==> src/rtl/palette_lookup_arbiter.sv <==
`default_nettype none
// ============================================================================
//  Module      : palette_lookup_arbiter
//  Description : Round-robin arbiter that shares one combinational 16-entry
//                sprite palette among NUM_REQ pixel requesters. It has two
//                pipeline stages (index, colour) and valid/ready
//                backpressure on the colour output.
//                Optional feature macro: PALARB_TRANSPARENT_EN. When it is
//                defined, palette index 0 is flagged transparent and its
//                colour is forced to black.
//  Revision    : 1.0 - initial release
// ============================================================================
module palette_lookup_arbiter #(
   parameter int NUM_REQ = 4,
   parameter int IDX_W   = 4,
   parameter int ID_W    = 2
) (
   input  logic                     Clk,
   input  logic                     Reset,
   input  logic [NUM_REQ-1:0]       req,
   input  logic [NUM_REQ*IDX_W-1:0] req_index,
   output logic [NUM_REQ-1:0]       grant,
   output logic [IDX_W-1:0]         pal_index,
   input  logic [3:0]               pal_red,
   input  logic [3:0]               pal_green,
   input  logic [3:0]               pal_blue,
   output logic                     out_valid,
   input  logic                     out_ready,
   output logic [ID_W-1:0]          out_id,
   output logic [3:0]               out_red,
   output logic [3:0]               out_green,
   output logic [3:0]               out_blue,
   output logic                     out_transparent
);

   localparam logic [ID_W-1:0] c_LAST_ID = ID_W'(NUM_REQ - 1);

   // Stage 1 (index stage) state
   logic              r_s1_valid;
   logic [ID_W-1:0]   r_s1_id;
   logic [IDX_W-1:0]  r_pal_index;
   logic [ID_W-1:0]   r_rr_ptr;

   // Stage 2 (colour stage) state
   logic              r_out_valid;
   logic [ID_W-1:0]   r_out_id;
   logic [3:0]        r_out_red;
   logic [3:0]        r_out_green;
   logic [3:0]        r_out_blue;
   logic              r_out_transparent;

   // Pipeline control and arbitration results
   logic              w_advance;
   logic              w_s1_free;
   logic              w_found;
   logic [NUM_REQ-1:0] w_grant;
   logic [ID_W-1:0]   w_gnt_id;
   logic [IDX_W-1:0]  w_sel_idx;
   logic [ID_W-1:0]   w_next_ptr;
   logic              w_transp;

   // The colour stage moves whenever it is empty or being drained; stage 1
   // can take a new pixel whenever it is empty or moving forward.
   assign w_advance = !r_out_valid || out_ready;
   assign w_s1_free = !r_s1_valid || w_advance;

   // Round-robin pick: first asserted request at or above the pointer, then
   // wrap around to the ones below it. Held off entirely during reset.
   always_comb begin
      w_grant   = '0;
      w_found   = 1'b0;
      w_gnt_id  = '0;
      w_sel_idx = '0;
      if (!Reset && w_s1_free) begin
         for (int i = 0; i < NUM_REQ; i++) begin
            if (!w_found && req[i] && (i >= int'(r_rr_ptr))) begin
               w_found    = 1'b1;
               w_grant[i] = 1'b1;
               w_gnt_id   = ID_W'(i);
               w_sel_idx  = req_index[i*IDX_W +: IDX_W];
            end
         end
         for (int i = 0; i < NUM_REQ; i++) begin
            if (!w_found && req[i] && (i < int'(r_rr_ptr))) begin
               w_found    = 1'b1;
               w_grant[i] = 1'b1;
               w_gnt_id   = ID_W'(i);
               w_sel_idx  = req_index[i*IDX_W +: IDX_W];
            end
         end
      end
   end

   // The pointer moves to the requester just after the winner, modulo NUM_REQ.
   assign w_next_ptr = (w_gnt_id == c_LAST_ID) ? '0 : w_gnt_id + ID_W'(1);

`ifdef PALARB_TRANSPARENT_EN
   assign w_transp = (r_pal_index == '0);
`else
   assign w_transp = 1'b0;
`endif

   // Index stage: latch the winner's index and tag, and rotate the pointer.
   always_ff @(posedge Clk) begin
      if (Reset) begin
         r_s1_valid  <= 1'b0;
         r_s1_id     <= '0;
         r_pal_index <= '0;
         r_rr_ptr    <= '0;
      end else if (w_found) begin
         r_s1_valid  <= 1'b1;
         r_s1_id     <= w_gnt_id;
         r_pal_index <= w_sel_idx;
         r_rr_ptr    <= w_next_ptr;
      end else if (w_advance) begin
         r_s1_valid  <= 1'b0;
      end
   end

   // Colour stage: capture the combinational palette response when moving.
   always_ff @(posedge Clk) begin
      if (Reset) begin
         r_out_valid       <= 1'b0;
         r_out_id          <= '0;
         r_out_red         <= '0;
         r_out_green       <= '0;
         r_out_blue        <= '0;
         r_out_transparent <= 1'b0;
      end else if (w_advance) begin
         r_out_valid <= r_s1_valid;
         if (r_s1_valid) begin
            r_out_id          <= r_s1_id;
            r_out_red         <= w_transp ? 4'd0 : pal_red;
            r_out_green       <= w_transp ? 4'd0 : pal_green;
            r_out_blue        <= w_transp ? 4'd0 : pal_blue;
            r_out_transparent <= w_transp;
         end
      end
   end

   assign grant           = w_grant;
   assign pal_index       = r_pal_index;
   assign out_valid       = r_out_valid;
   assign out_id          = r_out_id;
   assign out_red         = r_out_red;
   assign out_green       = r_out_green;
   assign out_blue        = r_out_blue;
   assign out_transparent = r_out_transparent;

endmodule
`default_nettype wire

==> config.mk <==
export PLATFORM = sky130hd
export DESIGN_NAME = palette_lookup_arbiter
export DESIGN_NICKNAME = d
export VERILOG_FILES = /design/src/rtl/palette_lookup_arbiter.sv
export SDC_FILE = /design/constraint.sdc
export NUM_CORES = 1
export LEC_CHECK = 0
export CAP_MARGIN = 10
export CORE_UTILIZATION = 45
export DETAILED_ROUTE_END_ITERATION = 8
export GPL_TIMING_DRIVEN = 0
export PLACE_DENSITY = 0.82
export SLEW_MARGIN = 10
export SYNTH_ARGS = -nofsm -noshare
export SYNTH_HDL_FRONTEND = slang
export SYNTH_SLANG_ARGS = --single-unit
==> constraint.sdc <==
create_clock -name Clk -period 3.2 [get_ports Clk]
set_clock_uncertainty 0.1 [all_clocks]
set_input_delay 0.48 -clock Clk [delete_from_list [all_inputs] [get_ports Clk]]
set_output_delay 0.48 -clock Clk [all_outputs]
set_load 0.02 [all_outputs]
After elaboration in Yosys (flattened, before gate mapping)
Index checks and enable logic that the tools add are counted.

Multipliers: 0. $lt $le $gt $ge: 6. Reductions and logical operators: 26. Add/sub/neg operators: 1. Bitwise operators: 0. Muxes and demuxes: 39. Eq/ne operators: 1. Shift operators: 0. Divide/modulo/power cells: 0.

Operator list (count): 4-bit 2-to-1 mux (9); 1-bit 2-to-1 mux (23); 2-bit 2-to-1 mux (7); 1-bit logical AND (13); 1-bit zero test (9); 1-bit by 2-bit >= comparator with 1-bit output (first input constant) (2); 1-bit by 2-bit less-than comparator with 1-bit output (first input constant) (2); 2-bit by 1-bit adder with 2-bit output (second input constant) (1); 2-bit == test (second input constant) (1); 2-bit >= comparator (first input constant) (1); 1-bit logical OR (2); 2-bit less-than comparator (first input constant) (1); 2-bit AND reduction (1); 2-bit nonzero test (1).

ROM bits: 0. Bits in writable memories: 0. Memories kept: 0. Bits in latches: 0. Bits in registers: 24. Output and inout port bits: 24. Word-level logic and storage cells: 82. Input bits: 35.

Depth between registers and ports, before layout
Word-level depth: 36. Gate-level depth with buffers: 7. Gate-level depth less buffers: 5.

Least setup slack after synthesis
OpenSTA, ideal clock, no wires.

Path kind: in2out. From: input port req[0]. To: output port grant[2]. Required time: 2620 ps. Arrival: 1547 ps. Setup slack: 1073 ps. Buffers on the path: 1. Stages: 5. Cell sequence: buf_2 -> or3_1 -> nor2_1 -> o21ai_0 -> inv_1.

Cells in the longest elaborated chain, start to end: 32. Elaborated cells on any way between the ends: 33. Classes of those cells: mux (15); reduce/logical (18).

Ends and longest elaborated chain: from (decl) (RTL line 20) `input logic [NUM_REQ-1:0] req,`; 1-bit logical AND (RTL line 76) `if (!w_found && req[i] && (i >= int'(r_rr_ptr))) begin`; 1-bit 2-to-1 mux (RTL line 76); 1-bit 2-to-1 mux (RTL line 74) `if (!Reset && w_s1_free) begin`; 1-bit zero test (RTL line 76); 1-bit logical AND (2 in a row) (RTL line 76); 1-bit 2-to-1 mux (RTL line 76); 1-bit 2-to-1 mux (RTL line 74); 1-bit zero test (RTL line 76); [13 not listed]; 1-bit zero test (RTL line 84) `if (!w_found && req[i] && (i < int'(r_rr_ptr))) begin`; 1-bit logical AND (2 in a row) (RTL line 84); 1-bit 2-to-1 mux (RTL line 84); 1-bit 2-to-1 mux (RTL line 74); 1-bit zero test (RTL line 84); 1-bit logical AND (2 in a row) (RTL line 84); 1-bit 2-to-1 mux * (RTL line 84); 4-bit 2-to-1 mux * (RTL line 74); to (decl) (RTL line 22) `output logic [NUM_REQ-1:0] grant,`.

Every way passes the cells marked *; elsewhere a longest branch is shown, timed or not. The select of a mux whose other input is x is not followed.

Final worst setup path
From: input port req[3]. To: output port grant[2].

Cells in the longest elaborated chain, start to end: 18.

Ends and longest elaborated chain (RTL line): 1-bit logical AND * (76); 1-bit 2-to-1 mux * (76); 1-bit 2-to-1 mux * (74); 1-bit zero test (84); 1-bit logical AND (2 in a row) (84); 1-bit 2-to-1 mux * (84); 1-bit 2-to-1 mux * (74); 1-bit zero test (84); 1-bit logical AND (2 in a row) (84); 1-bit 2-to-1 mux * (84); 1-bit 2-to-1 mux * (74); 1-bit zero test * (84); 1-bit logical AND * (2 in a row) (84); 1-bit 2-to-1 mux * (84); 4-bit 2-to-1 mux * (74).

Marks and branches as above.

==> flow_results.xml <==
<?xml version="1.0" encoding="UTF-8"?>
<metrics>
  <group name="timing">
    <metric name="finalSetupViolCount" unit="">0</metric>
    <metric name="max_slew.worst_pin.slew" unit="ns">0.592</metric>
    <metric name="unrepaired_setup_endpoints_after_global_routing" unit="">false</metric>
    <metric name="final_layout_worst_hold_slack" unit="ns">0.362</metric>
    <metric name="slew-limit-headroom" unit="%">60.2</metric>
    <metric name="worst_slack" unit="ns">0.0499</metric>
    <metric name="slew_viol_final" unit="">0</metric>
    <metric name="fin_tns_setup" unit="ns">0</metric>
    <metric name="top_achievable_clock_speed" unit="MHz">317</metric>
    <metric name="final_min_period_over_clock_period" unit="%">98.4</metric>
    <metric name="finalHoldViolCount" unit="">0</metric>
    <metric name="finalCriticalPeriod" unit="ns">3.15</metric>
  </group>
  <group name="clocking">
    <metric name="tritoncts_clock_tree" unit="">yes</metric>
    <metric name="cts.clk_slew.worst_paths" unit="ns">0.13</metric>
    <metric name="cts-root-buf" unit="">clkbuf_4</metric>
    <metric name="numCtsBuffers" unit="">3</metric>
    <metric name="cts_post_setup_buffers_inserted" unit="">0</metric>
    <metric name="cts-htree-levels" unit="">1</metric>
    <metric name="tritoncts_num_sinks" unit="">24</metric>
    <metric name="cts_max_path_buffers" unit="">2</metric>
    <metric name="worstSkewPairLatency" unit="ns">0.32</metric>
  </group>
  <group name="synthesis">
    <metric name="distinct_cells_synth" unit="">46</metric>
    <metric name="postSynthAreaPerCell" unit="µm²">7.35</metric>
    <metric name="synth-warning-count" unit="">0</metric>
    <metric name="synthCells" unit="">188</metric>
    <metric name="syn-cell-area" unit="mm²">0.00138</metric>
    <metric name="cell_with_the_most_instances_after_synthesis" unit="">nand2_1</metric>
    <metric name="synth.yosys.seq_area_share" unit="%">34.8</metric>
    <metric name="library_cell_occupying_the_most_area_in_the_post_synthesis_netlist" unit="">dfxtp_1</metric>
    <metric name="postSynthNetCount" unit="">223</metric>
    <metric name="dominantRegCellSynth" unit="">dfxtp_1</metric>
    <metric name="number_of_register_bits_inferred_by_synthesis" unit="">24</metric>
    <metric name="synth_top_area_share" unit="%">34.8</metric>
    <metric name="synthTopCellsByArea" unit="">dfxtp_1 (35%), nand2_1 (13%), a21oi_1 (10%)</metric>
    <metric name="synth-edff-count" unit="">0</metric>
    <metric name="yosys-top-cells-count" unit="">nand2_1 (46), a21oi_1 (28), dfxtp_1 (24)</metric>
    <metric name="postSynth.asyncResetShare" unit="%">0</metric>
  </group>
  <group name="routing">
    <metric name="detail_route.drc_violations" unit="">5</metric>
    <metric name="avgViaCountPerCell" unit="">5.63</metric>
    <metric name="route.final.wire_length" unit="mm">4.00</metric>
    <metric name="num_vias" unit="">1560</metric>
    <metric name="ant_nets" unit="">0</metric>
    <metric name="drt_iter0_drc" unit="">108</metric>
    <metric name="routed_wire_length_per_instance" unit="µm">14.5</metric>
    <metric name="drt-pass1-iter-count" unit="">7</metric>
  </group>
  <group name="pwr">
    <metric name="power_frac_seq" unit="%">41.8</metric>
    <metric name="worst_ir_drop_vdd" unit="V">0.000363</metric>
    <metric name="ratio_of_total_power_to_cell_area" unit="mW/mm²">391</metric>
    <metric name="static-leakage-power" unit="nW">0.748</metric>
    <metric name="power.share.switching" unit="%">29.3</metric>
    <metric name="clockPowerShare" unit="%">28.0</metric>
    <metric name="share_comb_of_total_power" unit="%">30.3</metric>
    <metric name="intPower" unit="µW">561</metric>
    <metric name="net-switching-power" unit="µW">232</metric>
  </group>
  <group name="global_route">
    <metric name="grt_use_total" unit="%">24.3</metric>
    <metric name="grt_start_max_net_pins" unit="">15</metric>
    <metric name="first_pass_grt_wire_length" unit="mm">6.24</metric>
    <metric name="vias_in_the_first_global_route" unit="">1361</metric>
    <metric name="grt_antenna_before_repair" unit="">0</metric>
    <metric name="grt-ovfl-total" unit="">0</metric>
  </group>
  <group name="setup_path">
    <metric name="timing.reg2reg.worst_path_depth" unit="">6</metric>
    <metric name="critPathMaxFanout" unit="">9</metric>
    <metric name="cp_data_required_time" unit="ns">2.62</metric>
    <metric name="worstSetupEndpointType" unit="">output port</metric>
    <metric name="setup.worst_path.class" unit="">input port to output port</metric>
    <metric name="worstSetupStartpointType" unit="">input port</metric>
    <metric name="worst_ep_arrival_time" unit="ns">2.57</metric>
  </group>
  <group name="worst_hold_path">
    <metric name="min_delay_path_depth" unit="">2</metric>
    <metric name="holdCritPathClass" unit="">register to register</metric>
  </group>
  <group name="place">
    <metric name="routabilityCongestion" unit="">0.894</metric>
    <metric name="numPortBuffers" unit="">54</metric>
    <metric name="post-place-ws" unit="ns">-0.0321</metric>
    <metric name="dp.final_hpwl" unit="mm">2.88</metric>
  </group>
  <group name="die">
    <metric name="die_x" unit="µm">57.4</metric>
    <metric name="initial_utilization" unit="%">48.8</metric>
    <metric name="row_count" unit="">19</metric>
    <metric name="top_level_ports" unit="">59</metric>
    <metric name="fp.coreArea" unit="mm²">0.00283</metric>
    <metric name="die_height" unit="µm">57.4</metric>
    <metric name="die-area" unit="mm²">0.00330</metric>
  </group>
  <group name="layout">
    <metric name="multi_input_comb_area" unit="µm²">833</metric>
    <metric name="nNetsFinal" unit="">282</metric>
    <metric name="layout.area.seq" unit="µm²">480</metric>
    <metric name="num_antenna_cells" unit="">0</metric>
    <metric name="area_growth" unit="%">46.8</metric>
    <metric name="layout.filler_cells" unit="">250</metric>
    <metric name="drive_above_1_share" unit="%">6.91</metric>
  </group>
  <group name="outcome">
    <metric name="outcome" unit="">finished with violations</metric>
    <metric name="violations" unit="">design-rule violations</metric>
  </group>
  <group name="job">
    <metric name="timing.max_cap.violations" unit="">0</metric>
  </group>
</metrics>
[cell families after synthesis]
kind of cell / Yosys count / share of synthesized area [%]
simple gates: 84 / 28.0
compound gates: 61 / 31.0
flops: 24 / 34.8
buf+inv: 18 / 5.98
other cells: 1 / 0.271
[layout by cell type, fill, tap and decap left out, drive strengths merged, types with 3 or more instances in the layout]
cell / instances
a31oi: 4
a21oi: 28
o21ai: 5
a211oi: 3
buf: 6
nor2b: 4
nand2b: 4
nand3: 4
nor2: 11
clkbuf: 9
clkdlybuf4s50: 54
nand2: 46
inv: 6
dfxtp: 24
nor3: 4
[critical path, cell delays in order]
cell	delay [ns]
clkdlybuf4s50_1	0.56
or3_1	0.47
nor2_4	0.19
o21ai_0	0.18
inv_1	0.10
clkdlybuf4s50_1	0.60
[registers in the layout, indices dropped and copies added (netlist names)]
| name | count |
|---|---|
| out_blue | 4 |
| out_green | 4 |
| out_id | 2 |
| out_red | 4 |
| out_valid | 1 |
| pal_index | 4 |
| r_rr_ptr | 2 |
| r_s1_id | 2 |
| r_s1_valid | 1 |
[cell type report]
type | count | share of cell area (%)
flip-flops and latches | 24 | 23.7
inverters | 6 | 1.11
clock buffers | 3 | 1.11
clock inverters | 1 | 1.48
repair buffers | 54 | 26.7
multi-input cells | 146 | 41.1
well taps | 31 | 1.91
plain buffers | 12 | 2.96
[repair_timing]
| action | 4_1_cts | 5_1_grt |
|---|---|---|
| resized for setup | 1 | 4 |
| pin swaps | 0 | 0 |
| endpoints found under the setup margin | 1 | 2 |
| hold buffers | 0 | 0 |
[power groups by stage]
| stage | registers [mW] | clock network (mW) | logic, mW |
|---|---|---|---|
| finish | 0.331 | 0.222 | 0.240 |
| CTS | 0.331 | 0.224 | 0.235 |
| floorplan | 0.358 | 0 | 0.107 |
| global placement | 0.337 | 0 | 0.232 |
| detailed placement | 0.338 | 0 | 0.233 |
| global route | 0.334 | 0.239 | 0.258 |
[worst paths after layout]
| path | startpoint | to | slack (ns) |
|---|---|---|---|
| hold / removal | out_blue[0]$_SDFFE_PP0P_ | out_blue[0]$_SDFFE_PP0P_ | 0.36 |
| setup reg to reg | r_rr_ptr[0]$_SDFFE_PP0P_ | pal_index[1]$_SDFFE_PP0P_ | 1.17 |
| setup / recovery | req[3] | grant[2] | 0.05 |
| hold reg to reg | out_blue[0]$_SDFFE_PP0P_ | out_blue[0]$_SDFFE_PP0P_ | 0.36 |
[through the flow]
| step | area, µm² | cells | utilization, % | power (mW) |
|---|---|---|---|---|
| 4_1_cts | 2020 | 277 | 71.3 | 0.790 |
| 5_1_grt | 2030 | 277 | 71.7 | 0.831 |
| 6_report | 2030 | 277 | 71.7 | 0.793 |
| 3_5_place_dp | 1960 | 273 | 69.3 | 0.571 |
| 2_1_floorplan | 1380 | 188 | - | 0.465 |
| 3_3_place_gp | 1960 | 273 | 69.3 | 0.569 |
[routing by layer]
| metal | part of all wire, % | global-route usage (%) | vias to the layer above | wire length, µm |
|---|---|---|---|---|
| li1 | - | - | 775 | - |
| met1 | 44 | 32.8 | 716 | 1770 |
| met2 | 48 | 38.9 | 65 | 1910 |
| met3 | 7.1 | 4.99 | 4 | 285 |
| met4 | 0.85 | 7.67 | 0 | 34 |
| met5 | 0 | 0 | - | 0 |
(Power assumes the default switching activity.)
